--- src/rtl/uart_tx_engine.sv ---
// ---------------------------------------------------------------------------
// uart_tx_engine
//
// Transmit half of a 16550-style UART: a 16 x 8 FIFO feeding a serializer
// that emits start, 5..8 data bits (LSB first), optional parity and 1/2 stop
// bits. Every bit lasts 16 pulses of the 16x baud tick "enable".
//
// Ports
//   clk        in   system clock, rising edge
//   wb_rst_i   in   asynchronous active-high reset
//   lcr[7:0]   in   line control: [1:0] word length-5, [2] stop select,
//                   [3] parity enable, [4] even parity, [5] stick parity,
//                   [6] break
//   tf_push    in   one-cycle write strobe into the FIFO
//   wb_dat_i   in   byte written on tf_push
//   enable     in   16x baud tick (one-cycle pulse)
//   tx_reset   in   one-cycle synchronous flush of FIFO and serializer
//   stx_pad_o  out  serial line, idle high (registered)
//   state      out  FSM state (registered): 0 IDLE, 1 POP, 2 START, 3 DATA,
//                   4 PARITY, 5 STOP
//   tf_count   out  FIFO occupancy 0..16 (registered)
//   tf_full    out  high when tf_count = 16 (registered)
//
// Flow control: tf_push has no back-pressure. A push that arrives while the
// FIFO holds 16 bytes is silently dropped; tf_full is the only indication
// the writer gets.
//
// Build option: define UART_TX_HALF_STOP_EN to make the two-stop-bit setting
// produce 1.5 stop bits (24 ticks) when the word length is 5 bits.
// ---------------------------------------------------------------------------
module uart_tx_engine (
  input  logic       clk,
  input  logic       wb_rst_i,
  input  logic [7:0] lcr,
  input  logic       tf_push,
  input  logic [7:0] wb_dat_i,
  input  logic       enable,
  input  logic       tx_reset,
  output logic       stx_pad_o,
  output logic [2:0] state,
  output logic [4:0] tf_count,
  output logic       tf_full
);

  typedef enum logic [2:0] {
    S_IDLE   = 3'd0,
    S_POP    = 3'd1,
    S_START  = 3'd2,
    S_DATA   = 3'd3,
    S_PARITY = 3'd4,
    S_STOP   = 3'd5
  } tx_state_e;

  // FIFO storage and bookkeeping
  logic [7:0] fifo_q [16];
  logic [3:0] wr_ptr_q, wr_ptr_d;
  logic [3:0] rd_ptr_q, rd_ptr_d;
  logic [4:0] count_q, count_d;
  logic       full_q, full_d;
  logic       do_push, do_pop;

  // Serializer
  tx_state_e  state_q, state_d;
  logic [4:0] tick_q, tick_d;
  logic [2:0] bit_q, bit_d;
  logic [7:0] shr_q, shr_d;
  logic [3:0] lcr_q, lcr_d;     // word length, stop select, parity enable
  logic       par_q, par_d;
  logic       stx_q, stx_d;

  logic [4:0] tick_last;
  logic [4:0] stop_last;
  logic [2:0] last_bit;
  logic       bit_end;
  logic [7:0] fifo_head;
  logic [7:0] word_mask;
  logic       data_xor;
  logic       par_calc;
  logic       line_lvl;
  logic       lcr_unused;

  assign lcr_unused = lcr[7];

  // -------------------------------------------------------------------------
  // FIFO
  // -------------------------------------------------------------------------
  // The pop is tied to the single POP cycle of the FSM. A full FIFO never
  // accepts a push, even when a pop happens in the same cycle.
  assign do_push = tf_push && !full_q && !tx_reset;
  assign do_pop  = (state_q == S_POP) && !tx_reset;

  assign fifo_head = fifo_q[rd_ptr_q];

  always_comb begin
    wr_ptr_d = wr_ptr_q;
    rd_ptr_d = rd_ptr_q;
    count_d  = count_q;
    if (tx_reset) begin
      wr_ptr_d = 4'd0;
      rd_ptr_d = 4'd0;
      count_d  = 5'd0;
    end else begin
      if (do_push) wr_ptr_d = wr_ptr_q + 4'd1;
      if (do_pop)  rd_ptr_d = rd_ptr_q + 4'd1;
      count_d = count_q + {4'd0, do_push} - {4'd0, do_pop};
    end
    full_d = (count_d == 5'd16);
  end

  // Storage has no reset: contents are only ever read behind a valid count.
  always_ff @(posedge clk) begin
    if (do_push) fifo_q[wr_ptr_q] <= wb_dat_i;
  end

  always_ff @(posedge clk or posedge wb_rst_i) begin
    if (wb_rst_i) begin
      wr_ptr_q <= 4'd0;
      rd_ptr_q <= 4'd0;
      count_q  <= 5'd0;
      full_q   <= 1'b0;
    end else begin
      wr_ptr_q <= wr_ptr_d;
      rd_ptr_q <= rd_ptr_d;
      count_q  <= count_d;
      full_q   <= full_d;
    end
  end

  // -------------------------------------------------------------------------
  // Parity of the byte about to be loaded, using the live lcr that is being
  // sampled in POP. Bits above the word length are masked off.
  // -------------------------------------------------------------------------
  assign word_mask = 8'hFF >> (~lcr[1:0]);
  assign data_xor  = ^(fifo_head & word_mask);
  assign par_calc  = lcr[5] ? ~lcr[4] : (lcr[4] ? data_xor : ~data_xor);

  // -------------------------------------------------------------------------
  // Bit timing
  // -------------------------------------------------------------------------
`ifdef UART_TX_HALF_STOP_EN
  always_comb begin
    if (!lcr_q[2])                stop_last = 5'd15;
    else if (lcr_q[1:0] == 2'b00) stop_last = 5'd23;
    else                          stop_last = 5'd31;
  end
`else
  always_comb begin
    if (!lcr_q[2]) stop_last = 5'd15;
    else           stop_last = 5'd31;
  end
`endif

  assign tick_last = (state_q == S_STOP) ? stop_last : 5'd15;
  assign last_bit  = 3'd4 + {1'b0, lcr_q[1:0]};

  // -------------------------------------------------------------------------
  // FSM next state
  // -------------------------------------------------------------------------
  always_comb begin
    state_d = state_q;
    tick_d  = tick_q;
    bit_d   = bit_q;
    shr_d   = shr_q;
    lcr_d   = lcr_q;
    par_d   = par_q;
    bit_end = 1'b0;

    // Only the line-driving states count ticks; an idle clock holds the count.
    if ((state_q inside {S_START, S_DATA, S_PARITY, S_STOP}) && enable) begin
      if (tick_q == tick_last) begin
        bit_end = 1'b1;
        tick_d  = 5'd0;
      end else begin
        tick_d  = tick_q + 5'd1;
      end
    end

    case (state_q)
      S_IDLE: begin
        tick_d = 5'd0;
        if (count_q != 5'd0) state_d = S_POP;
      end
      S_POP: begin
        shr_d   = fifo_head;
        lcr_d   = lcr[3:0];
        par_d   = par_calc;
        bit_d   = 3'd0;
        tick_d  = 5'd0;
        state_d = S_START;
      end
      S_START: begin
        if (bit_end) state_d = S_DATA;
      end
      S_DATA: begin
        if (bit_end) begin
          if (bit_q == last_bit) begin
            state_d = lcr_q[3] ? S_PARITY : S_STOP;
          end else begin
            bit_d = bit_q + 3'd1;
            shr_d = {1'b0, shr_q[7:1]};
          end
        end
      end
      S_PARITY: begin
        if (bit_end) state_d = S_STOP;
      end
      S_STOP: begin
        if (bit_end) state_d = S_IDLE;
      end
      default: begin
        state_d = S_IDLE;
        tick_d  = 5'd0;
      end
    endcase

    if (tx_reset) begin
      state_d = S_IDLE;
      tick_d  = 5'd0;
      bit_d   = 3'd0;
    end
  end

  // Line level is derived from the next state so the registered pin lines up
  // with the registered state output.
  always_comb begin
    line_lvl = 1'b1;
    case (state_d)
      S_START:  line_lvl = 1'b0;
      S_DATA:   line_lvl = shr_d[0];
      S_PARITY: line_lvl = par_d;
      default:  line_lvl = 1'b1;
    endcase
    if (tx_reset)    stx_d = 1'b1;
    else if (lcr[6]) stx_d = 1'b0;
    else             stx_d = line_lvl;
  end

  always_ff @(posedge clk or posedge wb_rst_i) begin
    if (wb_rst_i) begin
      state_q <= S_IDLE;
      tick_q  <= 5'd0;
      bit_q   <= 3'd0;
      shr_q   <= 8'd0;
      lcr_q   <= 4'd0;
      par_q   <= 1'b0;
      stx_q   <= 1'b1;
    end else begin
      state_q <= state_d;
      tick_q  <= tick_d;
      bit_q   <= bit_d;
      shr_q   <= shr_d;
      lcr_q   <= lcr_d;
      par_q   <= par_d;
      stx_q   <= stx_d;
    end
  end

  assign stx_pad_o = stx_q;
  assign state     = state_q;
  assign tf_count  = count_q;
  assign tf_full   = full_q;

endmodule

--- config.mk ---
export PLATFORM = sky130hd
export DESIGN_NAME = uart_tx_engine
export DESIGN_NICKNAME = d
export VERILOG_FILES = /design/src/rtl/uart_tx_engine.sv
export SDC_FILE = /design/constraint.sdc
export NUM_CORES = 1
export LEC_CHECK = 0
export ABC_CLOCK_PERIOD_IN_PS = 8400
export CORE_ASPECT_RATIO = 0.8
export CORE_MARGIN = 2
export CORE_UTILIZATION = 55
export CTS_BUF_LIST = sky130_fd_sc_hd__clkbuf_8
export DETAILED_ROUTE_END_ITERATION = 12
export PLACE_DENSITY = 0.76
export REMOVE_ABC_BUFFERS = 1
export SYNTH_ARGS = -nofsm -noshare
export SYNTH_HDL_FRONTEND = slang
export SYNTH_SLANG_ARGS = --single-unit
export TNS_END_PERCENT = 5
--- constraint.sdc ---
create_clock -name clk -period 8.4 [get_ports clk]
set_clock_uncertainty 0.2 [all_clocks]
set_input_delay 0.84 -clock clk [delete_from_list [all_inputs] [get_ports clk]]
set_output_delay 0.84 -clock clk [all_outputs]
set_load 0.02 [all_outputs]
==> impl_results.html, run 1 <==
<table>
<tr><th>Metric</th><th>Value</th></tr>
<tr><th colspan="2">Logic synthesis</th></tr>
<tr><td>Most used standard cells in the synthesized netlist</td><td>128 x sky130_fd_sc_hd__edfxtp_1, 44 x sky130_fd_sc_hd__nor2_1, 38 x sky130_fd_sc_hd__dfrtp_1, 38 x sky130_fd_sc_hd__nand2_1, 31 x sky130_fd_sc_hd__mux4_2</td></tr>
<tr><td>Top-area cell type share of the netlist area</td><td>~53%</td></tr>
<tr><td>Count of synthesis-stage warnings from yosys</td><td>0</td></tr>
<tr><td>Proportion of synthesized chip area in sequential cells</td><td>about two thirds</td></tr>
<tr><td>Number of enable flip-flop cells after synthesis</td><td>128</td></tr>
<tr><td>Cells after synthesis</td><td>roughly 460</td></tr>
<tr><td>Count of different cell masters after synthesis</td><td>between 50 and 60</td></tr>
<tr><td>Netlist area before placement</td><td>between 0.007 and 0.008 mm^2</td></tr>
<tr><td>Cell types with the largest area share after synthesis</td><td>sky130_fd_sc_hd__edfxtp_1 53%, sky130_fd_sc_hd__dfrtp_1 13%, sky130_fd_sc_hd__mux4_2 9.7%</td></tr>
<tr><td>Largest area contributor in the netlist</td><td>sky130_fd_sc_hd__edfxtp_1</td></tr>
<tr><td>Count leader, synth</td><td>sky130_fd_sc_hd__edfxtp_1</td></tr>
<tr><td>Flip-flop and latch count after synthesis</td><td>about 170</td></tr>
<tr><td>Ys async rst share</td><td>between 20% and 30%</td></tr>
<tr><td>Average cell area after synthesis</td><td>~16 um^2</td></tr>
<tr><td>Main synth FF type</td><td>sky130_fd_sc_hd__edfxtp_1</td></tr>
<tr><th colspan="2">Hold path</th></tr>
<tr><td>Hold path startpoint</td><td>lcr_q[3]</td></tr>
<tr><td>Hold Path Cell Cnt</td><td>2</td></tr>
<tr><td>Class of the tightest hold or removal check</td><td>reg2reg</td></tr>
<tr><td>Worst-case hold path end point</td><td>lcr_q[3]</td></tr>
<tr><th colspan="2">Global route</th></tr>
<tr><td>Gr ovfl total</td><td>0</td></tr>
<tr><td>GR Util All Layers</td><td>between 20% and 30%</td></tr>
<tr><td>Pin count of the biggest net entering global routing</td><td>40</td></tr>
<tr><td>Initial antenna violation count</td><td>0</td></tr>
<tr><td>First-pass GRT wire length</td><td>21900 um</td></tr>
<tr><td>Vias in the first global route</td><td>approximately 4000</td></tr>
<tr><th colspan="2">Critical path</th></tr>
<tr><td>Crit. End Element</td><td>register</td></tr>
<tr><td>Count of cells along the worst register-to-register path</td><td>9</td></tr>
<tr><td>Critical path required time</td><td>between 8000 and 9000 ps</td></tr>
<tr><td>Startpoint types</td><td>primary input</td></tr>
<tr><td>Worst-path maximum fanout</td><td>24</td></tr>
<tr><td>Critical path class</td><td>in2reg</td></tr>
<tr><td>Worst reg-to-reg setup slack</td><td>around 4600 ps</td></tr>
<tr><td>Reg-to-Reg Start</td><td>rd_ptr_q[0]</td></tr>
<tr><td>Critical R2R Capture</td><td>par_q</td></tr>
<tr><td>Worst EP arrival</td><td>between 4000 and 5000 ps</td></tr>
<tr><th colspan="2">Placement</th></tr>
<tr><td>Sum of net half-perimeters after detailed placement</td><td>just under 9000 um</td></tr>
<tr><td>Weighted congestion at the end of routability-driven global placement</td><td>a little over 0.8</td></tr>
<tr><td>Port bufs</td><td>29</td></tr>
<tr><td>Total placed instance area</td><td>0.00765 mm^2</td></tr>
<tr><th colspan="2">Clock network</th></tr>
<tr><td>Worst skew pair latency</td><td>roughly 450 ps</td></tr>
<tr><td>Number of sinks on the clock net</td><td>167</td></tr>
<tr><td>Setup Buffers After CTS</td><td>0</td></tr>
<tr><td>Number of buffers created by CTS</td><td>17</td></tr>
<tr><td>Root cell of the clock tree</td><td>sky130_fd_sc_hd__clkbuf_8</td></tr>
<tr><td>Clock input transition at the sequential cells of the worst setup and hold paths</td><td>~90 ps</td></tr>
<tr><td>Count of instances resized after the clock tree is built</td><td>0</td></tr>
<tr><td>Clock Path Buffers</td><td>2</td></tr>
<tr><td>TritonCTS clock tree</td><td>yes</td></tr>
<tr><td>CTS H-Tree Depth</td><td>4</td></tr>
<tr><td>Number of buffers inserted for hold repair after clock tree synthesis</td><td>0</td></tr>
<tr><th colspan="2">Drt</th></tr>
<tr><td>Post-route DRC</td><td>0</td></tr>
<tr><td>Vias</td><td>a little under 4000</td></tr>
<tr><td>Met2 layer wire length in the routed design</td><td>~6700 um</td></tr>
<tr><td>Average detailed-routed wire length per instance</td><td>20.2 um</td></tr>
<tr><td>Aggregate routed wire length</td><td>roughly 14000 um</td></tr>
<tr><td>Met3 WL post-DR</td><td>about 870 um</td></tr>
<tr><td>Highest routed metal layer</td><td>met4</td></tr>
<tr><td>Length of routed wiring on met1</td><td>5910 um</td></tr>
<tr><td>DRT Pass-1 Iters</td><td>5</td></tr>
<tr><td>1st-iter DRT viols</td><td>290</td></tr>
<tr><td>Antenna-violating nets left</td><td>0</td></tr>
<tr><td>Mean number of vias per cell</td><td>~5.8</td></tr>
<tr><th colspan="2">Die</th></tr>
<tr><td>Die Wd</td><td>~130 um</td></tr>
<tr><td># IOs</td><td>31</td></tr>
<tr><td>Number of core rows</td><td>37</td></tr>
<tr><td>Effective utilization at floorplan</td><td>a little under three fifths</td></tr>
<tr><td>DIE HEIGHT</td><td>106 um</td></tr>
<tr><td>Standard cell core area</td><td>between 0.01 and 0.015 mm^2</td></tr>
<tr><td>Die area</td><td>0.0141 mm^2</td></tr>
<tr><th colspan="2">Timing</th></tr>
<tr><td>Worst-margin pin slew</td><td>about 930 ps</td></tr>
<tr><td>Post-route clock period utilization</td><td>a little under half</td></tr>
<tr><td>Count of pins over their slew limit</td><td>0</td></tr>
<tr><td>Peak Freq</td><td>254 MHz</td></tr>
<tr><td>Setup repair after global routing missed its margin</td><td>no</td></tr>
<tr><td>Clock period minus final worst setup slack</td><td>3940 ps</td></tr>
<tr><td>Sum of negative setup slack</td><td>0 ps</td></tr>
<tr><td>Number of setup violations in the final report</td><td>0</td></tr>
<tr><td>Hold Slack</td><td>roughly 300 ps</td></tr>
<tr><td>Normalized max-slew margin</td><td>37.7%</td></tr>
<tr><td>Number of endpoints with negative hold slack in the final report</td><td>0</td></tr>
<tr><th colspan="2">Cells and area</th></tr>
<tr><td>Synth-to-layout area growth</td><td>12.2%</td></tr>
<tr><td>Share of post-route cells with drive strength above 1</td><td>15.0%</td></tr>
<tr><td>Total non-filler cell area in the finished layout</td><td>roughly 0.0081 mm^2</td></tr>
<tr><td>Diode insertion count for antenna repair</td><td>0</td></tr>
<tr><td>Nets</td><td>527</td></tr>
<tr><th colspan="2">Pwr</th></tr>
<tr><td>Peak VDD IR</td><td>0.000181 V</td></tr>
<tr><td>Total power consumption of the routed design</td><td>~2.2 mW</td></tr>
<tr><td>Power density of the placed cells</td><td>approximately 270 mW/mm^2</td></tr>
<tr><td>Leakage</td><td>around 2.8 nW</td></tr>
<tr><th colspan="2">Outcome</th></tr>
<tr><td>Run status</td><td>complete, no violations</td></tr>
<tr><th colspan="2">Run</th></tr>
<tr><td>Number of maximum-capacitance violations</td><td>0</td></tr>
</table>
-- routing by layer --
layer	vias to the layer above	GRT usage, %
met2	142	33.4
met4	0	6.68
met5	-	0
met1	1974	29.5
li1	1821	-
met3	16	4.86
-- registers in the layout, summed over array words and instances, names as in the netlist, 3 cells and up --
name and flops:
fifo_q 128, tick_q 5, lcr_q 4, rd_ptr_q 4
shr_q 8, bit_q 3, state 3, wr_ptr_q 4
tf_count 5
-- cells in the final DEF, fill, tap and decap left out, drive strengths merged, types with 3 or more instances in the layout --
master | netlist | layout
ha | 13 | 13
mux4 | 35 | 35
xnor2 | 10 | 10
and2 | 5 | 5
a22o | 3 | 3
nor2 | 44 | 44
dfrtp | 38 | 38
nand2 | 38 | 38
nand3 | 6 | 6
edfxtp | 128 | 128
bufinv | 0 | 4
nor3 | 5 | 5
o21ai | 7 | 7
xor2 | 10 | 10
nand4 | 4 | 4
nor2b | 9 | 9
nand2b | 7 | 7
clkbuf | 8 | 17
a311oi | 3 | 3
a22oi | 10 | 10
a21oi | 13 | 13
buf | 12 | 7
inv | 14 | 22
clkinv | 1 | 3
clkdlybuf4s50 | 0 | 29
-- final cells by class --
type	instances	area, um^2
Inverter	15	56.3
Clock buffer	17	234
Tap cell	175	219
Multi-Input combinational cell	255	2210
Timing Repair Buffer	36	343
Fill cell	913	4720
Clock inverter	15	214
Sequential cell	167	4820
-- critical path, cell delays in order --
cell and delay, ps:
sky130_fd_sc_hd__clkdlybuf4s50_1 900, sky130_fd_sc_hd__inv_1 300, sky130_fd_sc_hd__and2_1 270, sky130_fd_sc_hd__inv_1 70, sky130_fd_sc_hd__ha_1 270, sky130_fd_sc_hd__inv_1 40, sky130_fd_sc_hd__ha_1 200, sky130_fd_sc_hd__fa_1 410
sky130_fd_sc_hd__xnor2_1 160, sky130_fd_sc_hd__nor2_1 70, sky130_fd_sc_hd__or3_1 400, sky130_fd_sc_hd__nor4_1 160
-- stage by stage --
step           utilization (%)  instances  setup slack, ps
5_1_grt                   63.2        680             4180
6_report                  63.2        680             4460
2_1_floorplan                -        437             4390
3_3_place_gp              59.7        648             4040
3_5_place_dp              59.7        648             4000
4_1_cts                   63.2        680             4480
-- how the worst max path moves through the flow --
stage / to / from / slack (ps)
floorplan: par_q / rd_ptr_q[0] / 4390
global placement: tf_full / tx_reset / 4040
detailed placement: tf_full / tx_reset / 4000
CTS: tf_full / tx_reset / 4480
global route: tf_full / tx_reset / 4180
finish: tf_full / tx_reset / 4460
-- power by group --
group / internal (mW) / leakage [nW] / switching, mW / total [mW]
clock network: 0.333 / 0.229 / 0.307 / 0.640
logic: 0.271 / 0.933 / 0.303 / 0.573
registers: 0.950 / 1.66 / 0.0425 / 0.992
-- cell families after synthesis --
family | count (synthesis) | share of synthesized area, %
DFF | 167 | 66.8
xor gates and xnor gates | 21 | 2.84
muxes | 37 | 11.4
and+or+nand+nor | 128 | 8.19
AOI/OAI and AO/OA | 55 | 5.67
buffers and inverters | 35 | 2.60
adders and majority gates | 14 | 2.53
Note: power is estimated with default switching activity, not from simulation.
==> inputs of run 2 (changes only) <==
ABC_CLOCK_PERIOD_IN_PS = 4100   (was 8400)
clock period = 4.1 ns   (was 8.4 ns; I/O delays follow)
==> run 2 against run 1 <==
  * Critical path depth is 3 lower
  * Largest power group unchanged
  * Flip-flop and latch count unchanged
  * Power rose by 100%
  * Worst setup slack got worse by 3800 ps
  * Highest routed layer unchanged
  * Die area is the same
  * Global-route usage grew 0.44 points
  * Register-to-register slack got worse by 4000 ps
  * Sequential share of layout area is 0.11 points lower
  * Clock-buffer cell count stayed put
  * Sequential power is 110% higher
  * Non-clock buffer count increased by 4
  * First-iteration DRC count is 19% higher
==> impl_results.html, run 2 (synthesized netlist as in run 1, its figures left out) <==
<table>
<tr><th>Metric</th><th>Value</th></tr>
<tr><th colspan="2">Cells and area</th></tr>
<tr><td>Most frequent standard cell in the layout excluding fill and tap cells</td><td>sky130_fd_sc_hd__edfxtp_1</td></tr>
<tr><td>Diode insertion count for antenna repair</td><td>0</td></tr>
<tr><td>Nets</td><td>~530</td></tr>
<tr><td>Largest Register</td><td>fifo_q</td></tr>
<tr><td>Synth-to-layout area growth</td><td>12.4%</td></tr>
<tr><td>Commonest cells after routing, fill and taps aside</td><td>128 x sky130_fd_sc_hd__edfxtp_1, 44 x sky130_fd_sc_hd__nor2_1, 38 x sky130_fd_sc_hd__nand2_1</td></tr>
<tr><td>Fillers</td><td>about 890</td></tr>
<tr><td>Largest registers</td><td>fifo_q: 128 flops, shr_q: 8 flops</td></tr>
<tr><td>Share of post-route cells with drive strength above 1</td><td>between 10% and 20%</td></tr>
<tr><td>Number of flip-flops in the largest register</td><td>128</td></tr>
<tr><th colspan="2">Clock network</th></tr>
<tr><td>Root cell of the clock tree</td><td>sky130_fd_sc_hd__clkbuf_8</td></tr>
<tr><td>Setup Buffers After CTS</td><td>0</td></tr>
<tr><td>Number of buffers inserted for hold repair after clock tree synthesis</td><td>0</td></tr>
<tr><td>CTS H-Tree Depth</td><td>4</td></tr>
<tr><td>TritonCTS clock tree</td><td>yes</td></tr>
<tr><td>Clock Path Buffers</td><td>2</td></tr>
<tr><td>Clock input transition at the sequential cells of the worst setup and hold paths</td><td>~90 ps</td></tr>
<tr><td>Worst skew pair latency</td><td>~460 ps</td></tr>
<tr><td>Number of sinks on the clock net</td><td>167</td></tr>
<tr><td>Count of instances resized after the clock tree is built</td><td>0</td></tr>
<tr><td>Number of buffers created by CTS</td><td>17</td></tr>
<tr><th colspan="2">Drt</th></tr>
<tr><td>DRT Pass-1 Iters</td><td>5</td></tr>
<tr><td>Vias</td><td>between 4000 and 5000</td></tr>
<tr><td>Length of routed wiring on met1</td><td>about 6000 um</td></tr>
<tr><td>Met3 WL post-DR</td><td>roughly 900 um</td></tr>
<tr><td>Highest routed metal layer</td><td>met4</td></tr>
<tr><td>1st-iter DRT viols</td><td>~340</td></tr>
<tr><td>Met2 layer wire length in the routed design</td><td>just under 7000 um</td></tr>
<tr><td>Antenna-violating nets left</td><td>0</td></tr>
<tr><td>Aggregate routed wire length</td><td>about 14000 um</td></tr>
<tr><td>Post-route DRC</td><td>0</td></tr>
<tr><td>Average detailed-routed wire length per instance</td><td>20.3 um</td></tr>
<tr><td>Mean number of vias per cell</td><td>5.90</td></tr>
<tr><th colspan="2">Run</th></tr>
<tr><td>Number of maximum-capacitance violations</td><td>0</td></tr>
<tr><th colspan="2">Timing</th></tr>
<tr><td>Number of setup violations in the final report</td><td>0</td></tr>
<tr><td>Count of pins over their slew limit</td><td>0</td></tr>
<tr><td>Peak Freq</td><td>~290 MHz</td></tr>
<tr><td>Normalized max-slew margin</td><td>46.9%</td></tr>
<tr><td>Sum of negative setup slack</td><td>0 ps</td></tr>
<tr><td>Hold Slack</td><td>163 ps</td></tr>
<tr><td>Clock period minus final worst setup slack</td><td>approximately 3500 ps</td></tr>
<tr><td>Setup repair after global routing missed its margin</td><td>no</td></tr>
<tr><td>Number of endpoints with negative hold slack in the final report</td><td>0</td></tr>
<tr><td>Worst-margin pin slew</td><td>794 ps</td></tr>
<tr><td>Post-route clock period utilization</td><td>around 85%</td></tr>
<tr><th colspan="2">Placement</th></tr>
<tr><td>Weighted congestion at the end of routability-driven global placement</td><td>0.838</td></tr>
<tr><td>Port bufs</td><td>29</td></tr>
<tr><td>Sum of net half-perimeters after detailed placement</td><td>slightly above 9000 um</td></tr>
<tr><th colspan="2">Die</th></tr>
<tr><td>DIE HEIGHT</td><td>roughly 110 um</td></tr>
<tr><td># IOs</td><td>31</td></tr>
<tr><td>Effective utilization at floorplan</td><td>between 50% and 60%</td></tr>
<tr><td>Die Wd</td><td>132 um</td></tr>
<tr><td>Number of core rows</td><td>37</td></tr>
<tr><td>Die area</td><td>between 0.01 and 0.015 mm^2</td></tr>
<tr><td>Standard cell core area</td><td>around 0.013 mm^2</td></tr>
<tr><th colspan="2">Global route</th></tr>
<tr><td>First-pass GRT wire length</td><td>22300 um</td></tr>
<tr><td>Initial antenna violation count</td><td>0</td></tr>
<tr><td>Pin count of the biggest net entering global routing</td><td>40</td></tr>
<tr><td>Vias in the first global route</td><td>between 4000 and 5000</td></tr>
<tr><td>GR Util All Layers</td><td>a little over a fifth</td></tr>
<tr><td>Gr ovfl total</td><td>0</td></tr>
<tr><th colspan="2">Critical path</th></tr>
<tr><td>Startpoint types</td><td>register</td></tr>
<tr><td>Crit path max-delay cell type</td><td>sky130_fd_sc_hd__mux4_1</td></tr>
<tr><td>Crit. End Element</td><td>register</td></tr>
<tr><td>Cells traversed along the worst timing path</td><td>buf_12, mux4_1, mux4_2, clkinv_1, xnor3_1, xnor2_1, a311oi_1, nor4_1, o311ai_1</td></tr>
<tr><td>Worst-path maximum fanout</td><td>27</td></tr>
<tr><td>Worst stage delay on the critical path</td><td>about 630 ps</td></tr>
<tr><td>Critical path class</td><td>reg2reg</td></tr>
<tr><td>Critical path required time</td><td>~4200 ps</td></tr>
<tr><td>Worst EP arrival</td><td>roughly 3600 ps</td></tr>
<tr><th colspan="2">Outcome</th></tr>
<tr><td>Run status</td><td>complete, no violations</td></tr>
<tr><th colspan="2">Pwr</th></tr>
<tr><td>Power density of the placed cells</td><td>around 550 mW/mm^2</td></tr>
<tr><td>Peak VDD IR</td><td>between 0.0003 and 0.0004 V</td></tr>
<tr><td>Leakage</td><td>2.83 nW</td></tr>
<tr><th colspan="2">Hold path</th></tr>
<tr><td>Class of the tightest hold or removal check</td><td>in2async</td></tr>
</table>
## run 2: cell count changes in the layout (fill, tap and decap cells not counted)
cell and delta:
sky130_fd_sc_hd__buf_12 +1, sky130_fd_sc_hd__buf_4 +3, sky130_fd_sc_hd__bufinv_16 -2, sky130_fd_sc_hd__clkinv_2 -1, sky130_fd_sc_hd__clkinv_4 -1, sky130_fd_sc_hd__clkinv_8 +2, sky130_fd_sc_hd__clkinvlp_4 +1, sky130_fd_sc_hd__inv_6 +2
sky130_fd_sc_hd__inv_8 -1
## run 2: final cells by class
class	count	area, um^2	share of cell area [%]
multi-input combinational	255	2210	27.3
tap	175	219	2.70
timing repair buffer	40	385	4.75
inverter	15	56.3	0.694
clock buffer	17	234	2.88
clock inverter	15	186	2.30
sequential	167	4820	59.4
## run 2: worst paths after layout
| path | startpoint | endpoint | slack (ps) | depth (start not counted) |
|---|---|---|---|---|
| worst max register to register | rd_ptr_q[0] | par_q | 620 | 9 |
| worst min register to register | lcr_q[3] | lcr_q[3] | 290 | 2 |
| worst max-delay path | rd_ptr_q[0] | par_q | 620 | 9 |
| max in group asynchronous | wb_rst_i | stx_pad_o | 3150 | 3 |
| worst min-delay path | wb_rst_i | tick_q[3] | 160 | 3 |
| min in group clk | lcr[6] | stx_pad_o | 280 | 2 |
## run 2: worst max-delay path: cells and delay by family (launching register included)
kind,cells,cell delay (ps)
multiplexers,2,1120
XOR/XNOR,2,740
flip-flops,1,390
AND/OR/NAND/NOR,1,330
buffers and inverters,2,320
AO/OA/AOI/OAI,2,240
## run 2: report_power, final
| group | leakage, nW | switching [mW] | internal (mW) |
|---|---|---|---|
| clock | 0.209 | 0.660 | 0.568 |
| combinational | 0.955 | 0.628 | 0.581 |
| sequential | 1.66 | 0.0907 | 1.95 |
| total | 2.83 | 1.38 | 3.10 |
## run 2: per-stage QoR
stage	std cells	util [%]	cell area [um^2]	total power, mW	setup WS (ps)
2_1_floorplan	437	-	7090	2.91	89.2
3_3_place_gp	652	60.0	7700	3.24	572
3_5_place_dp	652	60.0	7700	3.28	539
4_1_cts	684	63.3	8120	4.50	645
5_1_grt	684	63.3	8120	4.69	458
6_report	684	63.3	8120	4.47	615
## run 2: layer usage
layer  track usage [%]  up-vias
met3              5.72       12
met4              6.21        0
met1              29.8     2057
li1                  -     1825
met2              34.2      139
met5                 0        -
==> inputs of run 3 (changes only) <==
ABC_CLOCK_PERIOD_IN_PS = 3400   (was 4100)
clock period = 3.4 ns   (was 4.1 ns; I/O delays follow)
==> run 3 against run 2 <==
  * Die area is the same
  * Cell area grew 2.4%
  * Wire length grew 1.4%
  * Maximum frequency grew 6.0%
  * First-iteration DRC count shrank 9.3%
  * Cell count grew 3.2%
  * Register-to-register slack lost 500 ps
  * Power grew 22%
  * Worst hold slack gained 7.8 ps
  * Sequential share of layout area shrank 1.4 points
==> impl_results.html, run 3 (synthesized netlist as in run 1, its figures left out) <==
<table>
<tr><th>Metric</th><th>Value</th></tr>
<tr><th colspan="2">Die</th></tr>
<tr><td>Die Wd</td><td>132 um</td></tr>
<tr><td>Die area</td><td>roughly 0.014 mm^2</td></tr>
<tr><td># IOs</td><td>31</td></tr>
<tr><td>Standard cell core area</td><td>~0.013 mm^2</td></tr>
<tr><td>DIE HEIGHT</td><td>106 um</td></tr>
<tr><td>Number of core rows</td><td>37</td></tr>
<tr><td>Effective utilization at floorplan</td><td>56.3%</td></tr>
<tr><th colspan="2">Critical path</th></tr>
<tr><td>Crit. End Element</td><td>register</td></tr>
<tr><td>Worst-path maximum fanout</td><td>8</td></tr>
<tr><td>Cells traversed along the worst timing path</td><td>buf_4, buf_6, mux4_2, mux4_2, xnor2_2, xor2_1, a311oi_1, nor4_1, o311ai_1</td></tr>
<tr><td>Worst stage delay on the critical path</td><td>560 ps</td></tr>
<tr><td>Startpoint types</td><td>register</td></tr>
<tr><td>Worst EP arrival</td><td>between 3000 and 4000 ps</td></tr>
<tr><td>Critical path class</td><td>reg2reg</td></tr>
<tr><td>Crit path max-delay cell type</td><td>sky130_fd_sc_hd__mux4_2</td></tr>
<tr><td>Critical path required time</td><td>3520 ps</td></tr>
<tr><td>Library cell appearing most often on the critical path</td><td>sky130_fd_sc_hd__mux4_2</td></tr>
<tr><td>Count of cells along the worst register-to-register path</td><td>9</td></tr>
<tr><th colspan="2">Global route</th></tr>
<tr><td>GR Util All Layers</td><td>a little over a fifth</td></tr>
<tr><td>First-pass GRT wire length</td><td>roughly 23000 um</td></tr>
<tr><td>Vias in the first global route</td><td>roughly 4200</td></tr>
<tr><td>Pin count of the biggest net entering global routing</td><td>36</td></tr>
<tr><td>Initial antenna violation count</td><td>0</td></tr>
<tr><td>Gr ovfl total</td><td>0</td></tr>
<tr><th colspan="2">Pwr</th></tr>
<tr><td>Peak VDD IR</td><td>0.000427 V</td></tr>
<tr><td>Leakage</td><td>2.95 nW</td></tr>
<tr><td>Power density of the placed cells</td><td>655 mW/mm^2</td></tr>
<tr><th colspan="2">Timing</th></tr>
<tr><td>Number of endpoints with negative hold slack in the final report</td><td>0</td></tr>
<tr><td>Peak Freq</td><td>304 MHz</td></tr>
<tr><td>Setup repair after global routing missed its margin</td><td>no</td></tr>
<tr><td>Normalized max-slew margin</td><td>41.8%</td></tr>
<tr><td>Worst-margin pin slew</td><td>about 870 ps</td></tr>
<tr><td>Post-route clock period utilization</td><td>a little over nine tenths</td></tr>
<tr><td>Number of setup violations in the final report</td><td>0</td></tr>
<tr><td>Final WS setup</td><td>114 ps</td></tr>
<tr><td>Count of pins over their slew limit</td><td>0</td></tr>
<tr><td>Clock period minus final worst setup slack</td><td>around 3300 ps</td></tr>
<tr><th colspan="2">Cells and area</th></tr>
<tr><td>Share of post-route cells with drive strength above 1</td><td>20.0%</td></tr>
<tr><td>Total non-filler cell area in the finished layout</td><td>between 0.008 and 0.009 mm^2</td></tr>
<tr><td>Fillers</td><td>880</td></tr>
<tr><td>Nets</td><td>between 500 and 600</td></tr>
<tr><td>Diode insertion count for antenna repair</td><td>0</td></tr>
<tr><td>Synth-to-layout area growth</td><td>15.0%</td></tr>
<tr><td>Largest Register</td><td>fifo_q</td></tr>
<tr><td>Largest registers</td><td>fifo_q: 128 flops, shr_q: 8 flops</td></tr>
<tr><td>Most frequent standard cell in the layout excluding fill and tap cells</td><td>sky130_fd_sc_hd__edfxtp_1</td></tr>
<tr><td>Number of flip-flops in the largest register</td><td>between 100 and 150</td></tr>
<tr><td>Commonest cells after routing, fill and taps aside</td><td>128 x sky130_fd_sc_hd__edfxtp_1, 43 x sky130_fd_sc_hd__nor2_1, 38 x sky130_fd_sc_hd__nand2_1</td></tr>
<tr><th colspan="2">Placement</th></tr>
<tr><td>Placement Setup Slack</td><td>roughly 11 ps</td></tr>
<tr><td>Sum of net half-perimeters after detailed placement</td><td>around 9600 um</td></tr>
<tr><td>Total placed instance area</td><td>0.00787 mm^2</td></tr>
<tr><td>Weighted congestion at the end of routability-driven global placement</td><td>0.813</td></tr>
<tr><td>Port bufs</td><td>29</td></tr>
<tr><th colspan="2">Clock network</th></tr>
<tr><td>Clock input transition at the sequential cells of the worst setup and hold paths</td><td>around 100 ps</td></tr>
<tr><td>Number of sinks on the clock net</td><td>between 150 and 200</td></tr>
<tr><td>Worst skew pair latency</td><td>about 450 ps</td></tr>
<tr><td>Number of buffers created by CTS</td><td>17</td></tr>
<tr><td>Root cell of the clock tree</td><td>sky130_fd_sc_hd__clkbuf_8</td></tr>
<tr><td>Clock Path Buffers</td><td>2</td></tr>
<tr><td>CTS H-Tree Depth</td><td>4</td></tr>
<tr><td>TritonCTS clock tree</td><td>yes</td></tr>
<tr><th colspan="2">Drt</th></tr>
<tr><td>Antenna-violating nets left</td><td>0</td></tr>
<tr><td>Average detailed-routed wire length per instance</td><td>roughly 20 um</td></tr>
<tr><td>Length of routed wiring on met1</td><td>between 6000 and 7000 um</td></tr>
<tr><td>1st-iter DRT viols</td><td>312</td></tr>
<tr><td>Highest routed metal layer</td><td>met4</td></tr>
<tr><td>DRT Pass-1 Iters</td><td>5</td></tr>
<tr><td>Met2 layer wire length in the routed design</td><td>approximately 6800 um</td></tr>
<tr><td>Mean number of vias per cell</td><td>slightly below 6</td></tr>
<tr><td>Vias</td><td>4095</td></tr>
<tr><td>Aggregate routed wire length</td><td>14100 um</td></tr>
<tr><td>Post-route DRC</td><td>0</td></tr>
<tr><td>Met3 WL post-DR</td><td>853 um</td></tr>
<tr><th colspan="2">Hold path</th></tr>
<tr><td>Class of the tightest hold or removal check</td><td>in2async</td></tr>
<tr><th colspan="2">Outcome</th></tr>
<tr><td>Run status</td><td>complete, no violations</td></tr>
<tr><th colspan="2">Run</th></tr>
<tr><td>Number of maximum-capacitance violations</td><td>0</td></tr>
</table>
-- run 3: cell count changes in the layout (fill, tap and decap cells not counted), sizes merged --
cell      change
clkinvlp      -1
buf          +22
inv           -2
clkinv        +4
bufinv        -1
-- run 3: layout make-up --
cell class | instances | area, um^2 | area share [%]
clock inverter | 15 | 180 | 2.17
clock buffer | 17 | 234 | 2.82
inverter | 15 | 56.3 | 0.678
multi-input combinational | 255 | 2230 | 26.8
timing repair buffer | 62 | 567 | 6.82
tap | 175 | 219 | 2.64
sequential | 167 | 4820 | 58.0
-- run 3: per-stage QoR --
stage	total power, mW	utilization, %	hold slack, ps	setup TNS (ps)	instances
2_1_floorplan	3.51	-	202	-611	437
3_3_place_gp	3.97	61.4	261	0	674
3_5_place_dp	4.02	61.4	284	0	674
4_1_cts	5.45	64.6	191	0	706
5_1_grt	5.72	64.8	229	0	706
6_report	5.45	64.8	171	0	706
-- run 3: repair_timing --
action                     4_1_cts  5_1_grt
pin swaps                        0        0
setup buffers                    0        0
gates cloned                     0        0
setup endpoints to repair        1        1
resized for setup                1        4
hold buffers                     0        0
-- run 3: power breakdown --
group / internal, mW / total (mW) / switching, mW
combinational: 0.765 / 1.55 / 0.784
clock: 0.623 / 1.44 / 0.813
sequential: 2.35 / 2.46 / 0.113
-- run 3: worst paths after layout --
| kind | slack [ps] | end | from |
|---|---|---|---|
| min in group clk | 230 | lcr_q[2] | lcr[2] |
| worst max-delay path | 110 | par_q | rd_ptr_q[0] |
| worst min-delay path | 170 | state[0] | wb_rst_i |
| max in group asynchronous | 2120 | tf_count[0] | wb_rst_i |
| worst max register to register | 110 | par_q | rd_ptr_q[0] |
| worst min register to register | 300 | shr_q[1] | shr_q[1] |
-- run 3: routing by layer --
| metal | up-vias | track usage [%] |
|---|---|---|
| met4 | 0 | 7.69 |
| met1 | 2065 | 29.8 |
| met5 | - | 0 |
| met2 | 136 | 34.7 |
| met3 | 22 | 5.05 |
| li1 | 1872 | - |
-- run 3: critical path, delay by kind of cell (launching register included) --
| family | cells | cell delay (ps) |
|---|---|---|
| muxes | 2 | 1090 |
| and+or+nand+nor | 1 | 260 |
| xor gates and xnor gates | 2 | 600 |
| buffers and inverters | 2 | 380 |
| DFF | 1 | 400 |
| AOI/OAI and AO/OA | 2 | 220 |
